--- src/rtl/mem_net_req_router.sv ---
// rtl/mem_net_req_router.sv - memory request router with per-destination outstanding-request credits
//
// Routes one client request stream to one of p_num_dst servers using a select
// field taken from the request address. A single registered output stage sits
// between the decode and the servers. Each server has a credit counter so that
// no more than p_max_out requests are unanswered at any time.
//
// Ports:
//   clk        in   clock, rising edge
//   rst        in   asynchronous reset, active low
//   req_val    in   client request valid
//   req_rdy    out  router can accept the request on req_msg
//   req_msg    in   client request message (address at p_addr_lsb)
//   dst_val    out  per-server valid, only the buffered destination is driven
//   dst_rdy    in   per-server ready
//   dst_msg    out  per-server message, all carry the buffered message
//   resp_done  in   per-server pulse when that server's response is accepted
//   cnt_err    out  sticky credit-underflow flag, cleared only by reset

module mem_net_req_router #(
  parameter int p_num_dst   = 3,
  parameter int p_opaq_bits = 8,
  parameter int p_msg_bits  = 71 + p_opaq_bits,
  parameter int p_addr_lsb  = 34,
  parameter int p_sel_lsb   = 28,
  parameter int p_max_out   = 4
) (
  input  logic                                  clk,
  input  logic                                  rst,
  input  logic                                  req_val,
  output logic                                  req_rdy,
  input  logic [p_msg_bits-1:0]                 req_msg,
  output logic [p_num_dst-1:0]                  dst_val,
  input  logic [p_num_dst-1:0]                  dst_rdy,
  output logic [p_num_dst-1:0][p_msg_bits-1:0]  dst_msg,
  input  logic [p_num_dst-1:0]                  resp_done,
  output logic                                  cnt_err
);

  localparam int SEL_W = $clog2(p_num_dst);
  localparam int CNT_W = $clog2(p_max_out + 1);

  logic                  out_val_q, out_val_d;
  logic [p_msg_bits-1:0] out_msg_q, out_msg_d;
  logic [SEL_W-1:0]      out_dst_q, out_dst_d;
  logic                  cnt_err_q, cnt_err_d;
  logic [CNT_W-1:0]      cnt_q [p_num_dst];
  logic [CNT_W-1:0]      cnt_d [p_num_dst];

  logic [SEL_W-1:0]      sel_raw;
  logic [SEL_W-1:0]      sel_in;
  logic                  credit_ok;
  logic                  out_fire;
  logic                  in_fire;

  // Destination decode; select codes beyond the last server fold onto it.
  always_comb begin
    sel_raw = req_msg[p_addr_lsb + p_sel_lsb +: SEL_W];
    if (32'(sel_raw) >= p_num_dst) begin
      sel_in = SEL_W'(p_num_dst - 1);
    end else begin
      sel_in = sel_raw;
    end
  end

  assign credit_ok = (32'(cnt_q[sel_in]) < p_max_out);
  assign out_fire  = out_val_q & dst_rdy[out_dst_q];
  // The stage may refill in the same cycle it drains, giving full throughput.
  assign req_rdy   = (~out_val_q | out_fire) & credit_ok;
  assign in_fire   = req_val & req_rdy;

  always_comb begin
    for (int i = 0; i < p_num_dst; i++) begin
      dst_val[i] = out_val_q && (out_dst_q == SEL_W'(i));
      dst_msg[i] = out_msg_q;
    end
  end

  assign cnt_err = cnt_err_q;

  // Output stage next state.
  always_comb begin
    out_val_d = out_val_q;
    out_msg_d = out_msg_q;
    out_dst_d = out_dst_q;
    if (in_fire) begin
      out_val_d = 1'b1;
      out_msg_d = req_msg;
      out_dst_d = sel_in;
    end else if (out_fire) begin
      out_val_d = 1'b0;
    end
  end

  // Credits are charged on acceptance, so the buffered request already owns one.
  // A release with nothing outstanding is an upstream protocol error: hold at
  // zero and latch the error flag.
  always_comb begin
    cnt_err_d = cnt_err_q;
    for (int i = 0; i < p_num_dst; i++) begin
      cnt_d[i] = cnt_q[i];
      if (in_fire && (sel_in == SEL_W'(i))) begin
        if (!resp_done[i]) begin
          cnt_d[i] = cnt_q[i] + CNT_W'(1);
        end
      end else if (resp_done[i]) begin
        if (cnt_q[i] != '0) begin
          cnt_d[i] = cnt_q[i] - CNT_W'(1);
        end else begin
          cnt_err_d = 1'b1;
        end
      end
    end
  end

  always_ff @(posedge clk or negedge rst) begin
    if (!rst) begin
      out_val_q <= 1'b0;
      out_msg_q <= '0;
      out_dst_q <= '0;
      cnt_err_q <= 1'b0;
      for (int i = 0; i < p_num_dst; i++) begin
        cnt_q[i] <= '0;
      end
    end else begin
      out_val_q <= out_val_d;
      out_msg_q <= out_msg_d;
      out_dst_q <= out_dst_d;
      cnt_err_q <= cnt_err_d;
      for (int i = 0; i < p_num_dst; i++) begin
        cnt_q[i] <= cnt_d[i];
      end
    end
  end

endmodule

--- config.mk ---
export PLATFORM = sky130hd
export DESIGN_NAME = mem_net_req_router
export DESIGN_NICKNAME = d
export VERILOG_FILES = /design/src/rtl/mem_net_req_router.sv
export SDC_FILE = /design/constraint.sdc
export NUM_CORES = 1
export LEC_CHECK = 0
export CORE_AREA = 3 3 126 128
export CTS_CLUSTER_DIAMETER = 150
export DETAILED_ROUTE_END_ITERATION = 8
export DIE_AREA = 0 0 129 131
export GPL_TIMING_DRIVEN = 0
export PLACE_DENSITY = 0.77
export REMOVE_ABC_BUFFERS = 1
export SLEW_MARGIN = 20
export SYNTH_ARGS = -nofsm -noshare
export SYNTH_HDL_FRONTEND = slang
export SYNTH_SLANG_ARGS = --single-unit
--- constraint.sdc ---
create_clock -name clk -period 3.41 [get_ports clk]
set_input_delay 0.682 -clock clk [delete_from_list [all_inputs] [get_ports clk]]
set_output_delay 0.682 -clock clk [all_outputs]
set_load 0.02 [all_outputs]
Yosys cells after proc, flatten, opt, wreduce, memory -nomap -nowiden

Cells that the tools add are included.

Shift-type cells: 0
Mux-type cells: 29
Order comparisons: 4
$add $sub $neg: 6
Eq/ne operators: 7
Bitwise operators: 6
Multipliers: 0
Div/mod/pow operators: 0
Reduce and logical (&&, ||, !) cells: 21

Operators by type and width:

| kind                                                 | count |
|---|---|
| 2-to-1 mux 3 bit                                     | 14 |
| nonzero test 2 bit                                   | 7 |
| 2-to-1 mux 1 bit                                     | 12 |
| adder 3 x 1 -> 3 bit (second input constant)         | 3 |
| AND reduction 3 bit                                  | 3 |
| nonzero test 3 bit                                   | 3 |
| subtractor 3 x 1 -> 3 bit (second input constant)    | 3 |
| binary-select mux 3 bit (select 2 bit)               | 1 |
| logical AND 1 bit                                    | 6 |
| != test 2 bit (second input constant)                | 3 |
| equality test 2 x 1 -> 1 bit (second input constant) | 2 |
| equality test 2 bit (second input constant)          | 2 |
| logical NOT 2 bit                                    | 2 |
| bitwise AND 1 bit                                    | 3 |
| >= comparator 3 bit (second input constant)          | 1 |
| < comparator 2 x 3 -> 1 bit (second input constant)  | 1 |
| < comparator 3 bit (second input constant)           | 1 |
| NOT 2 -> 3 bit                                       | 1 |
| binary-select mux 1 bit (select 2 bit)               | 1 |
| >= comparator 2 bit (second input constant)          | 1 |
| 2-to-1 mux 2 bit                                     | 1 |
| NOT 1 bit                                            | 1 |
| bitwise OR 1 bit                                     | 1 |

Bits in registers: 92
Bits in latches: 0
Logic and storage cells: 80
Input port bits: 88
ROM bits: 0
Bits in writable memories: 0
Memories: 0

Longest topological paths before layout

Depth in word-level cells: 17
Gate-level depth with buffers: 9

Worst setup path before layout

OpenSTA, ideal clock, no wires.

Kind: input port to flip-flop
Start point: input dst_rdy[1]
End point: register cnt_q[7] (netlist name)
Data required time: 3.278 ns
Arrival: 2.488 ns
Setup slack: 0.791 ns
Library setup time: 0.132 ns
Cell stages on the path: 9
Path through: and2b_2 > o221ai_2 > or3_1 > buf_6 > or2_4 > fa_1 > and2_1 > o21ai_0 > nand4_1

RTL lines:

| item                           | line | source |
|---|---|---|
| start: declaration             | 34   | `input logic [p_num_dst-1:0] dst_rdy,` |
| end signal: indexed assignment | 131  | `cnt_q[i] <= cnt_d[i];` |
| end: declaration               | 47   | `logic [CNT_W-1:0] cnt_q [p_num_dst];` |

Worst setup path after layout

Start point: input req_msg[62]
End point: output req_rdy

Longest elaborated chain between the ends: 8

RTL lines:

| item                                                     | line | source |
|---|---|---|
| start: declaration                                       | 32   | `input logic [p_msg_bits-1:0] req_msg,` |
| >= comparator 2 bit                                      | 59   | `if (32'(sel_raw) >= p_num_dst) begin` |
| 2-to-1 mux 2 bit (*)                                     | 59   |  |
| NOT 2 -> 3 bit (implied by the code) (*)                 | 66   | `assign credit_ok = (32'(cnt_q[sel_in]) < p_max_out);` |
| binary-select mux 3 bit (select 2 bit) (*)               | 66   |  |
| 2-to-1 mux 3 bit (implied by the code) (*) (2 in series) | 66   |  |
| < comparator 3 bit (*)                                   | 66   |  |
| bitwise AND 1 bit (*)                                    | 69   | `assign req_rdy = (~out_val_q \| out_fire) & credit_ok;` |
| end: declaration                                         | 31   | `output logic req_rdy,` |

Every way passes the cells marked *; elsewhere a longest branch is shown, timed or not. The select of a mux whose other input is x is not followed.

==> PnR_summary.wiki <==
{| class="wikitable"
! Metric !! Value
|-
| Status || completed
|-
| Shortest period the worst path allows || between 3000 and 4000 ps
|-
| Clock tree from TritonCTS || built
|-
| Die outline width || between 100 and 150 um
|-
| Setup CP Type || in -> out
|-
| Clock skew || 6.434 ps
|-
| Effective utilization at floorplan || ~34%
|-
| Crit. Startpoint || req_msg[62]
|-
| Global-route usage over all layers || approximately 17%
|-
| Final setup TNS || 0 ps
|-
| Detailed router's first-iteration violation count || 65
|-
| Count of buffers inserted at the top-level ports || about 330
|-
| Number of enable-type register cells in the synthesized netlist || 0
|-
| Cell area after technology mapping || about 5000 um^2
|-
| Layout-stage area growth over the synthesis result || 49.49%
|-
| Worst-Skew Late Latency || 340 ps
|-
| Number of hold buffers added after cts || 0
|-
| Layout cell share with drive strength beyond 1 || between 10% and 20%
|-
| Headroom to the max-slew limit || between 50% and 60%
|-
| Max_cap viols || 0
|-
| Arrival time of data at the critical path endpoint || roughly 2600 ps
|-
| Library cell occupying the most area in the post-synthesis netlist || sky130_fd_sc_hd__dfrtp_1
|-
| Largest cells by area after synthesis || sky130_fd_sc_hd__dfrtp_1, sky130_fd_sc_hd__buf_4, sky130_fd_sc_hd__mux2_2
|-
| Capture instance of the worst register-to-register path || cnt_q[7]$_DFFE_PN0P_
|-
| CTS HTree Levels || 3
|-
| Post-CTS setup buffer count || 0
|-
| RSZ-0062 raised after global routing || no
|-
| Layout Cell Area excl Fill || 7684 um^2
|-
| Transition at the pin with the smallest max-transition slack || between 600 and 700 ps
|-
| Number of global-route vias before repair || between 3000 and 4000
|-
| Slack of the critical path || between 80 and 90 ps
|-
| Yosys synthesis warning count || 0
|-
| Sequential-to-total area share from yosys stat || roughly 45%
|-
| Overall die area || roughly 17000 um^2
|-
| Via density per instance || approximately 4.5
|-
| Total iterations of the first detailed-routing run || 4
|-
| Clk slew on worst S/H paths || approximately 70 ps
|-
| Number of antenna violations at the first check in global routing || 0
|-
| Portion of synthesized cell area occupied by the leading cell type || around 45%
|-
| Timing endpoint of the critical path || req_rdy
|-
| Place WS || -38.18 ps
|-
| Largest net degree at the start of global routing || 83
|-
| Kind of end point of the critical path || output port
|-
| Leakage power || around 0.0031 uW
|-
| Critical path peak fanout || 4
|-
| Reg-to-reg critical path startpoint || out_dst_q[1]$_DFFE_PN0P_
|-
| Total congestion overflow after global routing || 0
|-
| Worst-case vdd ir drop || around 0.73 mV
|-
| Bufs on Longest Clock Path || 2
|-
| Die Y-Extent || 131 um
|-
| Max frequency || between 300 and 400 MHz
|-
| Core footprint || 14980 um^2
|-
| R2R cell count || 8
|-
| Flip-flop cell with the highest count after synthesis || sky130_fd_sc_hd__dfrtp_1
|-
| Mean post-synth cell area || between 10 and 15 um^2
|-
| Final routed wire length divided by cell count || 18.70 um
|-
| Number of sinks on the clock net || 92
|-
| Count of standard-cell rows || 45
|-
| Number of inserted filler cells in the final layout || around 1300
|-
| Resized Gates After CTS || 1
|-
| Total placed instance area || 7395 um^2
|-
| Required time at the worst-slack endpoint || approximately 2700 ps
|-
| Total power density per cell area || 1221 nW/um^2
|-
| Most common library cell in the layout ignoring fill and taps || sky130_fd_sc_hd__clkdlybuf4s50_1
|-
| Detailed-route wire length || 15040 um
|-
| Final setup violation count || 0
|-
| Internal reg-to-reg setup slack || 760 ps
|-
| I/O pin total || 330
|-
| Total via count after detailed routing || approximately 3600
|-
| Clock root buffer || sky130_fd_sc_hd__clkbuf_16
|-
| Residual antenna-violating net count after detailed routing || 0
|-
| Number of flip-flops and latches in the synthesized netlist || 92
|-
| Period Utilization, post-route || between 90% and 100%
|-
| Final Wtd Congestion || around 0.76
|-
| Drc violations || 0
|-
| Final hold slack || roughly 240 ps
|-
| Number of distinct library cells after synthesis || 43
|-
| Count of endpoints failing hold in the final timing report || 0
|-
| Number of inserted diodes || 0
|-
| Clock buffer count from CTS || 9
|-
| Async S/R FF share, synth || 100.0%
|-
| Type of the worst min-delay path || in -> async
|-
| DP Wirelength || 11620 um
|-
| Final Max Tran Viols || 0
|-
| Worst setup SP type || input port
|-
| Global-route wire length before repair || 21530 um
|-
| Most frequent cells in the layout || sky130_fd_sc_hd__clkdlybuf4s50_1, sky130_fd_sc_hd__dfrtp_1, sky130_fd_sc_hd__mux2_2
|-
| Total Nets Final || between 700 and 800
|-
| Number of instances in the synthesized netlist || 440
|}
## routing by layer
| layer | GRT usage [%] | wire length [um] | vias to the layer above |
|---|---|---|---|
| met4 | 5.806 | 218 | 0 |
| met3 | 3.171 | 687 | 13 |
| met5 | 0 | 0 | - |
| li1 | - | - | 1654 |
| met1 | 19.85 | 5844 | 1826 |
| met2 | 30.70 | 8288 | 148 |
## state kept, by name (all words and copies together) (netlist names)
| name | cells |
|---|---|
| cnt_q | 9 |
| out_dst_q | 2 |
| out_val_q | 1 |
| out_msg_q | 79 |
| cnt_err | 1 |
## metrics by stage
step | std cells | utilization, % | total power (uW)
4_1_cts | 804 | 51.30 | 9487
3_3_place_gp | 787 | 49.18 | 8349
3_5_place_dp | 788 | 49.37 | 8450
2_1_floorplan | 270 | - | 4971
6_report | 804 | 51.30 | 9385
5_1_grt | 804 | 51.30 | 9884
## cells by family (layout without fill, tap and decap cells)
kind of cell | after synthesis | after routing | synth area share (%)
fa+ha+maj | 3 | 3 | 1.168
compound gates | 26 | 26 | 3.578
xor+xnor | 2 | 2 | 0.3409
simple gates | 55 | 55 | 5.648
mux | 85 | 85 | 18.62
buf+inv | 177 | 353 | 25.85
flops | 92 | 92 | 44.79
## critical path, stage by stage
cell	delay, ps
sky130_fd_sc_hd__clkdlybuf4s50_1	540
sky130_fd_sc_hd__mux2_2	360
sky130_fd_sc_hd__o21ai_2	250
sky130_fd_sc_hd__and2_1	180
sky130_fd_sc_hd__clkdlybuf4s50_1	620
## cell usage after synthesis (all sizes together) (2+ instances only)
master  instances
buf           168
dfrtp          92
mux2           82
nand2          16
nor2            9
o21ai           9
nand3           8
inv             7
nand4           4
nor3            4
a21oi           3
fa              3
mux2i           3
nand2b          3
a22oi           2
and2            2
clkbuf          2
nor2b           2
o22ai           2
## final cells by class
cell class / instances / area, um^2 / share of cell area [%]
Multi-Input combinational cell: 171 / 1513 / 19.69
Timing Repair Buffer: 330 / 3322 / 43.23
Tap cell: 188 / 235.2 / 3.061
Clock inverter: 6 / 46.29 / 0.6025
Clock buffer: 10 / 239.0 / 3.110
Inverter: 7 / 26.28 / 0.3420
Sequential cell: 92 / 2302 / 29.96
## where the power goes
| group | switching [uW] | internal (uW) | leakage [uW] |
|---|---|---|---|
| Clock | 440 | 522 | 0.000141 |
| Combinational | 2990 | 3080 | 0.00188 |
| Sequential | 705 | 1650 | 0.00108 |
## worst min path at each step
stage | slack (ps) | startpoint | cells after the start | endpoint
final | 240 | rst | 1 | cnt_q[4]$_DFFE_PN0P_
after global routing | 250 | rst | 1 | cnt_q[3]$_DFFE_PN0P_
after CTS | 240 | rst | 1 | cnt_q[4]$_DFFE_PN0P_
after detailed placement | 480 | cnt_err$_DFF_PN0_ | 2 | cnt_err$_DFF_PN0_
after global placement | 490 | cnt_err$_DFF_PN0_ | 2 | cnt_err$_DFF_PN0_
after floorplan | 390 | rst | 0 | cnt_err$_DFF_PN0_
(Power assumes the default switching activity.)
